### config.mk
export PLATFORM = sky130hd
export DESIGN_NAME = mem_dispatch_queue_flat
export DESIGN_NICKNAME = d
export VERILOG_FILES = /design/src/rtl/mem_dispatch_queue_if.sv /design/src/rtl/mem_dispatch_queue.sv /design/src/flat_wrapper.sv
export SDC_FILE = /design/constraint.sdc
export NUM_CORES = 1
export LEC_CHECK = 0
export ABC_AREA = 1
export CAP_MARGIN = 10
export CORE_MARGIN = 4
export CORE_UTILIZATION = 45
export DETAILED_ROUTE_END_ITERATION = 8
export PLACE_DENSITY = 0.59
export SYNTH_ARGS = -nofsm -noshare
export SYNTH_HDL_FRONTEND = slang
export SYNTH_SLANG_ARGS = --single-unit
### constraint.sdc
create_clock -name clk -period 8.2 [get_ports clk]
set_input_delay 1.64 -clock clk [delete_from_list [all_inputs] [get_ports clk]]
set_output_delay 1.64 -clock clk [all_outputs]
set_load 0.01 [all_outputs]
### src/rtl/mem_dispatch_queue_if.sv
// Enqueue and dispatch bus of the memory dispatch queue, plus flush/stall controls.
interface mem_dispatch_queue_if #(
    parameter int DEPTH = 8,
    parameter int AL_W  = 6,
    parameter int HIST  = 2
);
    localparam int IDX_W = $clog2(DEPTH);
    localparam int HI_W  = (HIST > 1) ? $clog2(HIST) : 1;

    logic              flush;
    logic              dc_miss;
    logic              in_valid;
    logic              in_ready;
    logic              in_mem_action;
    logic [31:0]       in_addr;
    logic [31:0]       in_data;
    logic [AL_W-1:0]   in_al_id;
    logic              out_valid;
    logic              out_mem_action;
    logic [31:0]       out_addr;
    logic [31:0]       out_data;
    logic              out_nop;
    logic [IDX_W-1:0]  out_dispatch_index;
    logic [AL_W-1:0]   out_al_id;
    logic              out_bypass_possible;
    logic [HI_W-1:0]   out_bypass_index;
    logic [IDX_W:0]    count;

    modport master (
        output flush, dc_miss, in_valid, in_mem_action, in_addr, in_data, in_al_id,
        input  in_ready, out_valid, out_mem_action, out_addr, out_data, out_nop,
               out_dispatch_index, out_al_id, out_bypass_possible, out_bypass_index, count
    );

    modport slave (
        input  flush, dc_miss, in_valid, in_mem_action, in_addr, in_data, in_al_id,
        output in_ready, out_valid, out_mem_action, out_addr, out_data, out_nop,
               out_dispatch_index, out_al_id, out_bypass_possible, out_bypass_index, count
    );
endinterface

### src/rtl/mem_dispatch_queue.sv
// In-order memory op FIFO with zero-latency head dispatch and a short history
// of dispatched store word addresses used to flag store-to-load bypass.
module mem_dispatch_queue #(
    parameter int DEPTH = 8,
    parameter int AL_W  = 6,
    parameter int HIST  = 2
) (
    input  logic                 clk,
    input  logic                 rst_n,
    mem_dispatch_queue_if.slave  bus
);
    localparam int IDX_W = $clog2(DEPTH);
    localparam int HI_W  = (HIST > 1) ? $clog2(HIST) : 1;
    localparam logic [IDX_W:0] FULL_CNT = (IDX_W+1)'(DEPTH);

    typedef struct packed {
        logic            mem_action;
        logic [31:0]     addr;
        logic [31:0]     data;
        logic [AL_W-1:0] al_id;
    } entry_t;

    entry_t                 slots [DEPTH];
    entry_t                 head_e;
    logic [IDX_W-1:0]       head, tail;
    logic [IDX_W:0]         count_q;
    logic [HIST-1:0]        hist_v;
    logic [HIST-1:0][29:0]  hist_a;
    logic                   full, empty, enq, deq;
    logic                   hit;
    logic [HI_W-1:0]        hit_idx;

    assign head_e = slots[head];
    assign full   = (count_q == FULL_CNT);
    assign empty  = (count_q == '0);
    // A full queue refuses even when the head leaves this cycle.
    assign enq    = bus.in_valid && !full && !bus.flush;
    assign deq    = !empty && !bus.dc_miss;

    assign bus.in_ready           = !full;
    assign bus.out_valid          = deq;
    assign bus.out_nop            = !deq;
    assign bus.out_mem_action     = head_e.mem_action;
    assign bus.out_addr           = head_e.addr;
    assign bus.out_data           = head_e.data;
    assign bus.out_al_id          = head_e.al_id;
    assign bus.out_dispatch_index = head;
    assign bus.count              = count_q;

    always_ff @(posedge clk or negedge rst_n) begin
        if (!rst_n) begin
            head    <= '0;
            tail    <= '0;
            count_q <= '0;
            hist_v  <= '0;
            hist_a  <= '0;
        end else if (bus.flush) begin
            // Stores already dispatched are committed, so history survives a flush.
            head    <= '0;
            tail    <= '0;
            count_q <= '0;
        end else begin
            if (enq) tail <= tail + 1'b1;
            if (deq) head <= head + 1'b1;
            case ({enq, deq})
                2'b10:   count_q <= count_q + 1'b1;
                2'b01:   count_q <= count_q - 1'b1;
                default: count_q <= count_q;
            endcase
            if (deq && head_e.mem_action) begin
                for (int i = HIST-1; i > 0; i--) begin
                    hist_v[i] <= hist_v[i-1];
                    hist_a[i] <= hist_a[i-1];
                end
                hist_v[0] <= 1'b1;
                hist_a[0] <= head_e.addr[31:2];
            end
        end
    end

    always_ff @(posedge clk) begin
        if (enq)
            slots[tail] <= '{bus.in_mem_action, bus.in_addr, bus.in_data, bus.in_al_id};
    end

    // Scan oldest to youngest so the youngest matching store wins.
    always_comb begin
        hit     = 1'b0;
        hit_idx = '0;
        for (int i = HIST-1; i >= 0; i--) begin
            if (hist_v[i] && hist_a[i] == head_e.addr[31:2]) begin
                hit     = 1'b1;
                hit_idx = HI_W'(i);
            end
        end
    end

    assign bus.out_bypass_possible = hit && deq && !head_e.mem_action;
    assign bus.out_bypass_index    = hit_idx;
endmodule

### src/flat_wrapper.sv
// flat-port wrapper written by rule: the top's interface ports become plain ports
module mem_dispatch_queue_flat 
#(
    parameter int DEPTH = 8,
    parameter int AL_W  = 6,
    parameter int HIST  = 2
)
  (clk, rst_n, bus_flush, bus_dc_miss, bus_in_valid, bus_in_mem_action, bus_in_addr, bus_in_data, bus_in_al_id, bus_in_ready, bus_out_valid, bus_out_mem_action, bus_out_addr, bus_out_data, bus_out_nop, bus_out_dispatch_index, bus_out_al_id, bus_out_bypass_possible, bus_out_bypass_index, bus_count);
  mem_dispatch_queue_if #(.DEPTH(DEPTH), .AL_W(AL_W), .HIST(HIST)) bus_i ();
  input  logic clk;
  input  logic rst_n;
  input wire logic [$bits(bus_i.flush)-1:0] bus_flush;
  input wire logic [$bits(bus_i.dc_miss)-1:0] bus_dc_miss;
  input wire logic [$bits(bus_i.in_valid)-1:0] bus_in_valid;
  input wire logic [$bits(bus_i.in_mem_action)-1:0] bus_in_mem_action;
  input wire logic [$bits(bus_i.in_addr)-1:0] bus_in_addr;
  input wire logic [$bits(bus_i.in_data)-1:0] bus_in_data;
  input wire logic [$bits(bus_i.in_al_id)-1:0] bus_in_al_id;
  output wire logic [$bits(bus_i.in_ready)-1:0] bus_in_ready;
  output wire logic [$bits(bus_i.out_valid)-1:0] bus_out_valid;
  output wire logic [$bits(bus_i.out_mem_action)-1:0] bus_out_mem_action;
  output wire logic [$bits(bus_i.out_addr)-1:0] bus_out_addr;
  output wire logic [$bits(bus_i.out_data)-1:0] bus_out_data;
  output wire logic [$bits(bus_i.out_nop)-1:0] bus_out_nop;
  output wire logic [$bits(bus_i.out_dispatch_index)-1:0] bus_out_dispatch_index;
  output wire logic [$bits(bus_i.out_al_id)-1:0] bus_out_al_id;
  output wire logic [$bits(bus_i.out_bypass_possible)-1:0] bus_out_bypass_possible;
  output wire logic [$bits(bus_i.out_bypass_index)-1:0] bus_out_bypass_index;
  output wire logic [$bits(bus_i.count)-1:0] bus_count;
  assign bus_i.flush = bus_flush;
  assign bus_i.dc_miss = bus_dc_miss;
  assign bus_i.in_valid = bus_in_valid;
  assign bus_i.in_mem_action = bus_in_mem_action;
  assign bus_i.in_addr = bus_in_addr;
  assign bus_i.in_data = bus_in_data;
  assign bus_i.in_al_id = bus_in_al_id;
  assign bus_in_ready = bus_i.in_ready;
  assign bus_out_valid = bus_i.out_valid;
  assign bus_out_mem_action = bus_i.out_mem_action;
  assign bus_out_addr = bus_i.out_addr;
  assign bus_out_data = bus_i.out_data;
  assign bus_out_nop = bus_i.out_nop;
  assign bus_out_dispatch_index = bus_i.out_dispatch_index;
  assign bus_out_al_id = bus_i.out_al_id;
  assign bus_out_bypass_possible = bus_i.out_bypass_possible;
  assign bus_out_bypass_index = bus_i.out_bypass_index;
  assign bus_count = bus_i.count;
  mem_dispatch_queue #(.DEPTH(DEPTH), .AL_W(AL_W), .HIST(HIST)) u_core (.clk(clk), .rst_n(rst_n), .bus(bus_i));
endmodule
==> results of run 1 <==
-- metal layers --
| layer | vias to the layer above | wire (um) |
|---|---|---|
| li1 | 8545 | - |
| met1 | 8662 | 29100 |
| met2 | 426 | 32100 |
| met3 | 109 | 3340 |
| met4 | 6 | 1650 |
| met5 | - | 34 |
-- through the flow --
stage               std cells  power, mW  setup WS (ns)   util  instance area [um^2]
finish                   3408       9.35           1.78  0.529                 31200
global route             3407       9.88           1.42  0.529                 31200
CTS                      3405       9.44           1.69  0.529                 31200
detailed placement       3277       6.39           2.39  0.491                 29000
global placement         3277       6.34           2.43  0.491                 29000
floorplan                2449       5.48           2.71      -                 26800
-- cells in the mapped netlist (all sizes together) (4+ instances only) --
cell type,instances,area (um^2)
o21ai,235,1180
nand2,547,2060
dfrtp,72,1800
edfxtp,568,17100
a21oi,5,25.0
ha,4,50.1
o22ai,42,263
inv,242,911
buf,77,474
nand3b,21,158
nor2,362,1360
nand3,179,946
clkbuf,45,169
a31oi,41,263
-- logic make-up (layout without fill, tap and decap cells) --
| group | after synthesis | after routing | share of synthesized area |
|---|---|---|---|
| other | 0 | 3 | 0 |
| AND/OR/NAND/NOR | 1111 | 1111 | 0.170 |
| adder cells (fa/ha/maj) | 5 | 5 | 0.00261 |
| buffers and inverters | 364 | 547 | 0.0580 |
| XOR/XNOR | 3 | 3 | 0.000980 |
| AO/OA/AOI/OAI | 326 | 326 | 0.0653 |
| flip-flops | 640 | 640 | 0.703 |
-- report_power, final --
group          leakage (nW)  internal [mW]  switching [mW]  total [mW]
Sequential             6.02           3.78           0.148        3.93
Combinational          4.88          0.871            1.51        2.38
Clock                  1.09           1.77            1.27        3.04
-- critical path, delay by kind of cell, from the launching register on --
kind,cells,cell delay (ns)
AOI/OAI and AO/OA,3,0.72
DFF,1,0.83
buffers and inverters,3,2.38
and+or+nand+nor,1,0.06
-- flip-flops by register name, indices dropped and copies added, names as in the netlist --
name and cells:
u_core.hist_v 2, u_core.hist_a 60, u_core.tail 3, u_core.bus.count 4, u_core.bus.out_dispatch_index 3, u_core.slots 568
-- how the worst max path moves through the flow --
stage                              endpoint  slack [ns]  cells after the start
2_1_floorplan  u_core.slots[0][0]$_DFFE_PP_        2.71                      4
3_3_place_gp               bus_out_data[27]        2.43                      7
3_5_place_dp               bus_out_data[27]        2.39                      7
4_1_cts                    bus_out_data[27]        1.69                      7
5_1_grt                    bus_out_data[27]        1.42                      7
6_report                   bus_out_data[27]        1.78                      7
-- final cells by class --
| type | count | area, um^2 | share of cell area |
|---|---|---|---|
| Antenna cell | 3 | 7.51 | 0.000240 |
| Multi-Input combinational cell | 1445 | 6450 | 0.207 |
| Clock buffer | 100 | 1960 | 0.0627 |
| Sequential cell | 640 | 18900 | 0.604 |
| Timing Repair Buffer | 177 | 1780 | 0.0571 |
| Tap cell | 773 | 967 | 0.0310 |
| Clock inverter | 28 | 273 | 0.00873 |
| Inverter | 242 | 921 | 0.0295 |
==> flow_summary.ini, run 1 <==
[final_layout]
layout_commonest_cell = edfxtp_1
fin_nets = 2657
area_growth_pct = 16.5
mostFrequentLayoutCells = edfxtp_1, nand2_1, nor2_1, inv_1, o21ai_0
nFillCells = 5091
drive_gt1_frac = 0.0551

[timing]
hold_viol_final = 0
period_share = 0.783
clock_skew_ns = 0.0216
slew_headroom = 0.168
finalSetupTns_ns = 0
maxSlewViolCount = 0
maxClockFrequency_mhz = 156
finalSetupViolations = 0
hold_ws_ns = 0.483
fin_crit_ns = 6.42
rsz0062_at_grt = false
worstMarginPinSlew_ns = 1.25

[yosys]
ys_seq_area_frac = 0.703
syn_area_um2 = 26800
ys.flop_type = edfxtp_1
synth-edff-count = 568
yosys_warnings = 0
async_reset_ff_frac = 0.113
synth_cell_types = 31
synth_nets = 2530
synth_cells = 2449
synth.avg_cell_area_um2 = 10.9
ys_seq_elements = 640

[global_routing]
top_usage_layer = met2
grt_util_met1 = 0.283
grt_pass1_wl_mm = 102
first_global_vias = 17284
gr-total-overflow = 0
grt_util_met2 = 0.344
grt_max_degree = 157
antenna_found_initial = 6
track_usage = 0.208
grt_use_met3 = 0.0388

[placed_design]
port_buffers = 158
gp_congestion = 0.807
dp_hpwl_mm = 35.6

[critical_path]
cp_slowest_stage_delay_ns = 0.97
cp_cell_sequence = buf_4 -> buf_4 -> o21ai_0 -> o22ai_1 -> nor2_1 -> a31oi_1 -> clkdlybuf4s50_1
cp.required_ns = 6.56
cp_max_fo = 100
rr_worst_depth = 10
start_kind = flop
setup.worst_path.start = u_core.bus.out_dispatch_index[0]$_DFFE_PN0P_
r2r-start = u_core.bus.out_dispatch_index[0]$_DFFE_PN0P_
worstSetupEndpointType = output port
arrival_ns = 4.78
cpMaxStageDelayCell = buf_4
crit_type = flop to output port
rrSetupSlack_ns = 2.96
rr_endpoint = u_core.hist_a[36]$_DFFE_PN0P_
crit_top_cell = buf_4

[pwr]
ir_drop_uv = 189
p_leak_nw = 12.0
p_per_area_nw_per_um2 = 300

[detailed_routing]
routedWlPerCell_um = 19.4
drtAntennaViolNets = 0
viasPerCell = 5.21
drt_wl_total_mm = 66.2
dr_total_vias = 17748
drt_iter0_drc = 1359
drc = 0
dr.pass1.iters = 5

[floorplanning]
ioPinCount = 159
std_cell_rows = 89
die_x_um = 252
start_util = 0.454
die-area_um2 = 63500
core_area_um2 = 59000
die_y_um = 252

[clocking]
numCtsBuffers = 70
clock-sinks = 640
path_clk_slew_ns = 0.06
cts_setup_buffers = 0
postCtsHoldBufs = 0
cts_tree = yes
h-tree-depth = 3
cts_resized = 0
clk_latency_ns = 0.62
clockBufferDepth = 3
cts_root_buf = clkbuf_16

[min_path]
min-delay-start = u_core.hist_v[0]$_DFFE_PN0P_
hold_path_end = u_core.hist_v[0]$_DFFE_PN0P_
hold_depth = 2
hold_path.class = flop to flop

[job]
cap_violations = 0

[status]
status = finished, final reports clean
Note: power is estimated with default switching activity, not from simulation.
==> inputs of run 2 (changes only) <==
--- a/config.mk
+++ b/config.mk
@@ -10,7 +10,7 @@
 export CORE_MARGIN = 4
 export CORE_UTILIZATION = 45
 export DETAILED_ROUTE_END_ITERATION = 8
-export PLACE_DENSITY = 0.59
+export PLACE_DENSITY = 0.61
 export SYNTH_ARGS = -nofsm -noshare
 export SYNTH_HDL_FRONTEND = slang
 export SYNTH_SLANG_ARGS = --single-unit
==> constraint.sdc (replaced) <==
create_clock -name clk -period 5.4 [get_ports clk]
set_input_delay 1.08 -clock clk [delete_from_list [all_inputs] [get_ports clk]]
set_output_delay 1.08 -clock clk [all_outputs]
set_load 0.01 [all_outputs]
==> run 2 against run 1 <==
Against the previous run:
- core utilization grew 0.16 points
- sequential power grew 52%
- highest routed layer unchanged
- critical path type unchanged
- via count grew 0.48%
- combinational power grew 56%
- largest power group unchanged
==> flow_summary.ini, run 2 (same netlist as run 1, synthesis figures left out) <==
[critical_path]
start_kind = flop
cp_slowest_stage_delay_ns = 0.71
crit_type = flop to output port
arrival_ns = 4.06
cp_cell_sequence = buf_12 -> buf_4 -> nand3_1 -> nand3_1 -> nand2_1 -> inv_1 -> nor2_1 -> nor2_1 -> nand2_1 -> nor2_1 -> nand2_1 -> nor3_1 -> clkdlybuf4s50_1
worstSetupEndpointType = output port
cp.required_ns = 4.32
cp_max_fo = 61
cpMaxStageDelayCell = dfrtp_4

[final_layout]
mostFrequentLayoutCells = edfxtp_1, nand2_1, nor2_1, inv_1, o21ai_0
drive_gt1_frac = 0.0594
largest_register = u_core.slots
largest_register_ffs = 568
multi_input_area_um2 = 6450
area_growth_pct = 16.8
final-seq-area_um2 = 18900
nFillCells = 5175
fin_nets = 2671
layout_commonest_cell = edfxtp_1

[timing]
maxClockFrequency_mhz = 195
slew_headroom = 0.290
maxSlewViolCount = 0
finalSetupTns_ns = 0
rsz0062_at_grt = false
clock_skew_ns = 0.0172
fin_crit_ns = 5.14
period_share = 0.952
hold_viol_final = 0
worstMarginPinSlew_ns = 1.06
finalSetupViolations = 0

[placed_design]
port_buffers = 158
gp_congestion = 0.873
dp_hpwl_mm = 37.0

[clocking]
clk_latency_ns = 0.61
postCtsHoldBufs = 0
cts_setup_buffers = 0
cts_root_buf = clkbuf_16
cts_tree = yes
path_clk_slew_ns = 0.06
h-tree-depth = 3
numCtsBuffers = 70
clock-sinks = 640
clockBufferDepth = 3

[floorplanning]
die_x_um = 252
die-area_um2 = 63500
core_area_um2 = 59000
std_cell_rows = 89
ioPinCount = 159
die_y_um = 252
start_util = 0.454

[pwr]
p_leak_nw = 12.0
ir_drop_uv = 304
p_per_area_nw_per_um2 = 452
design_power_total_mw = 14.2

[detailed_routing]
viasPerCell = 5.21
dr.pass1.iters = 7
drt_iter0_drc = 1402
drtAntennaViolNets = 0
drc = 0
dr_total_vias = 17833
routedWlPerCell_um = 19.6
drt_wl_total_mm = 66.9

[global_routing]
grt_max_degree = 126
gr-total-overflow = 0
grt_pass1_wl_mm = 102
track_usage = 0.208
antenna_found_initial = 7
first_global_vias = 17256

[job]
cap_violations = 0

[status]
status = finished, final reports clean

[min_path]
hold_path.class = input pin to async pin
## run 2: cell types whose count changed in the layout (fill, tap and decap cells not counted), moves of 2 or more
cell,before,now
buf_12,5,11
buf_4,15,22
clkbuf_1,23,25
clkbuf_16,72,70
clkbuf_8,5,3
inv_16,1,3
## run 2: final cells by class
cell class / instances / share of cell area
Clock inverter: 29 / 0.00811
Inverter: 242 / 0.0294
Sequential cell: 640 / 0.602
Antenna cell: 2 / 0.000160
Clock buffer: 98 / 0.0602
Timing Repair Buffer: 191 / 0.0628
Multi-Input combinational cell: 1445 / 0.206
Tap cell: 773 / 0.0309
## run 2: through the flow
stage / setup slack [ns] / std cells / cell area (um^2) / hold slack [ns] / utilization
after CTS: 0.207 / 3418 / 31300 / 0.292 / 0.531
after floorplan: 0.472 / 2449 / 26800 / 0.448 / -
final: 0.261 / 3420 / 31300 / 0.320 / 0.531
after detailed placement: 0.864 / 3291 / 29200 / 0.483 / 0.494
after global routing: 0.0248 / 3419 / 31300 / 0.302 / 0.531
after global placement: 0.918 / 3291 / 29200 / 0.472 / 0.494
## run 2: per-layer routing
layer | vias up | share of wire | GRT usage | wire length, um
met4 | 8 | 0.019 | 0.0492 | 1280
met1 | 8692 | 0.43 | 0.284 | 29000
li1 | 8563 | - | - | -
met3 | 103 | 0.059 | 0.0445 | 3980
met5 | - | 0.00066 | 0 | 44
met2 | 467 | 0.49 | 0.345 | 32500
## run 2: timing repair
item / CTS / global route
hold endpoints to repair: 0 / 0
gates resized for setup: 0 / 1
setup endpoints to repair: 0 / 3
## run 2: where the power goes
| group | internal [mW] | switching, mW |
|---|---|---|
| logic | 1.35 | 2.35 |
| registers | 5.74 | 0.214 |
| clock network | 2.56 | 1.93 |
## run 2: path summary, 6_finish.rpt
path	slack (ns)	start	cells after the start	end
min in group clk	0.49	u_core.hist_v[0]$_DFFE_PN0P_	2	u_core.hist_v[0]$_DFFE_PN0P_
hold / removal	0.32	rst_n	1	u_core.bus.out_dispatch_index[0]$_DFFE_PN0P_
setup reg to reg	1.97	u_core.bus.out_dispatch_index[1]$_DFFE_PN0P_	9	u_core.hist_a[1]$_DFFE_PN0P_
hold reg to reg	0.49	u_core.hist_v[0]$_DFFE_PN0P_	2	u_core.hist_v[0]$_DFFE_PN0P_
max in group asynchronous	3.96	rst_n	2	u_core.hist_a[36]$_DFFE_PN0P_
setup / recovery	0.26	u_core.bus.out_dispatch_index[1]$_DFFE_PN0P_	13	bus_out_bypass_index
## run 2: worst max-delay path, delay by kind of cell (launching register included)
kind / cells / cell delay, ns
buffers and inverters: 4 / 1.45
flip-flops: 1 / 0.71
AND/OR/NAND/NOR: 9 / 1.19
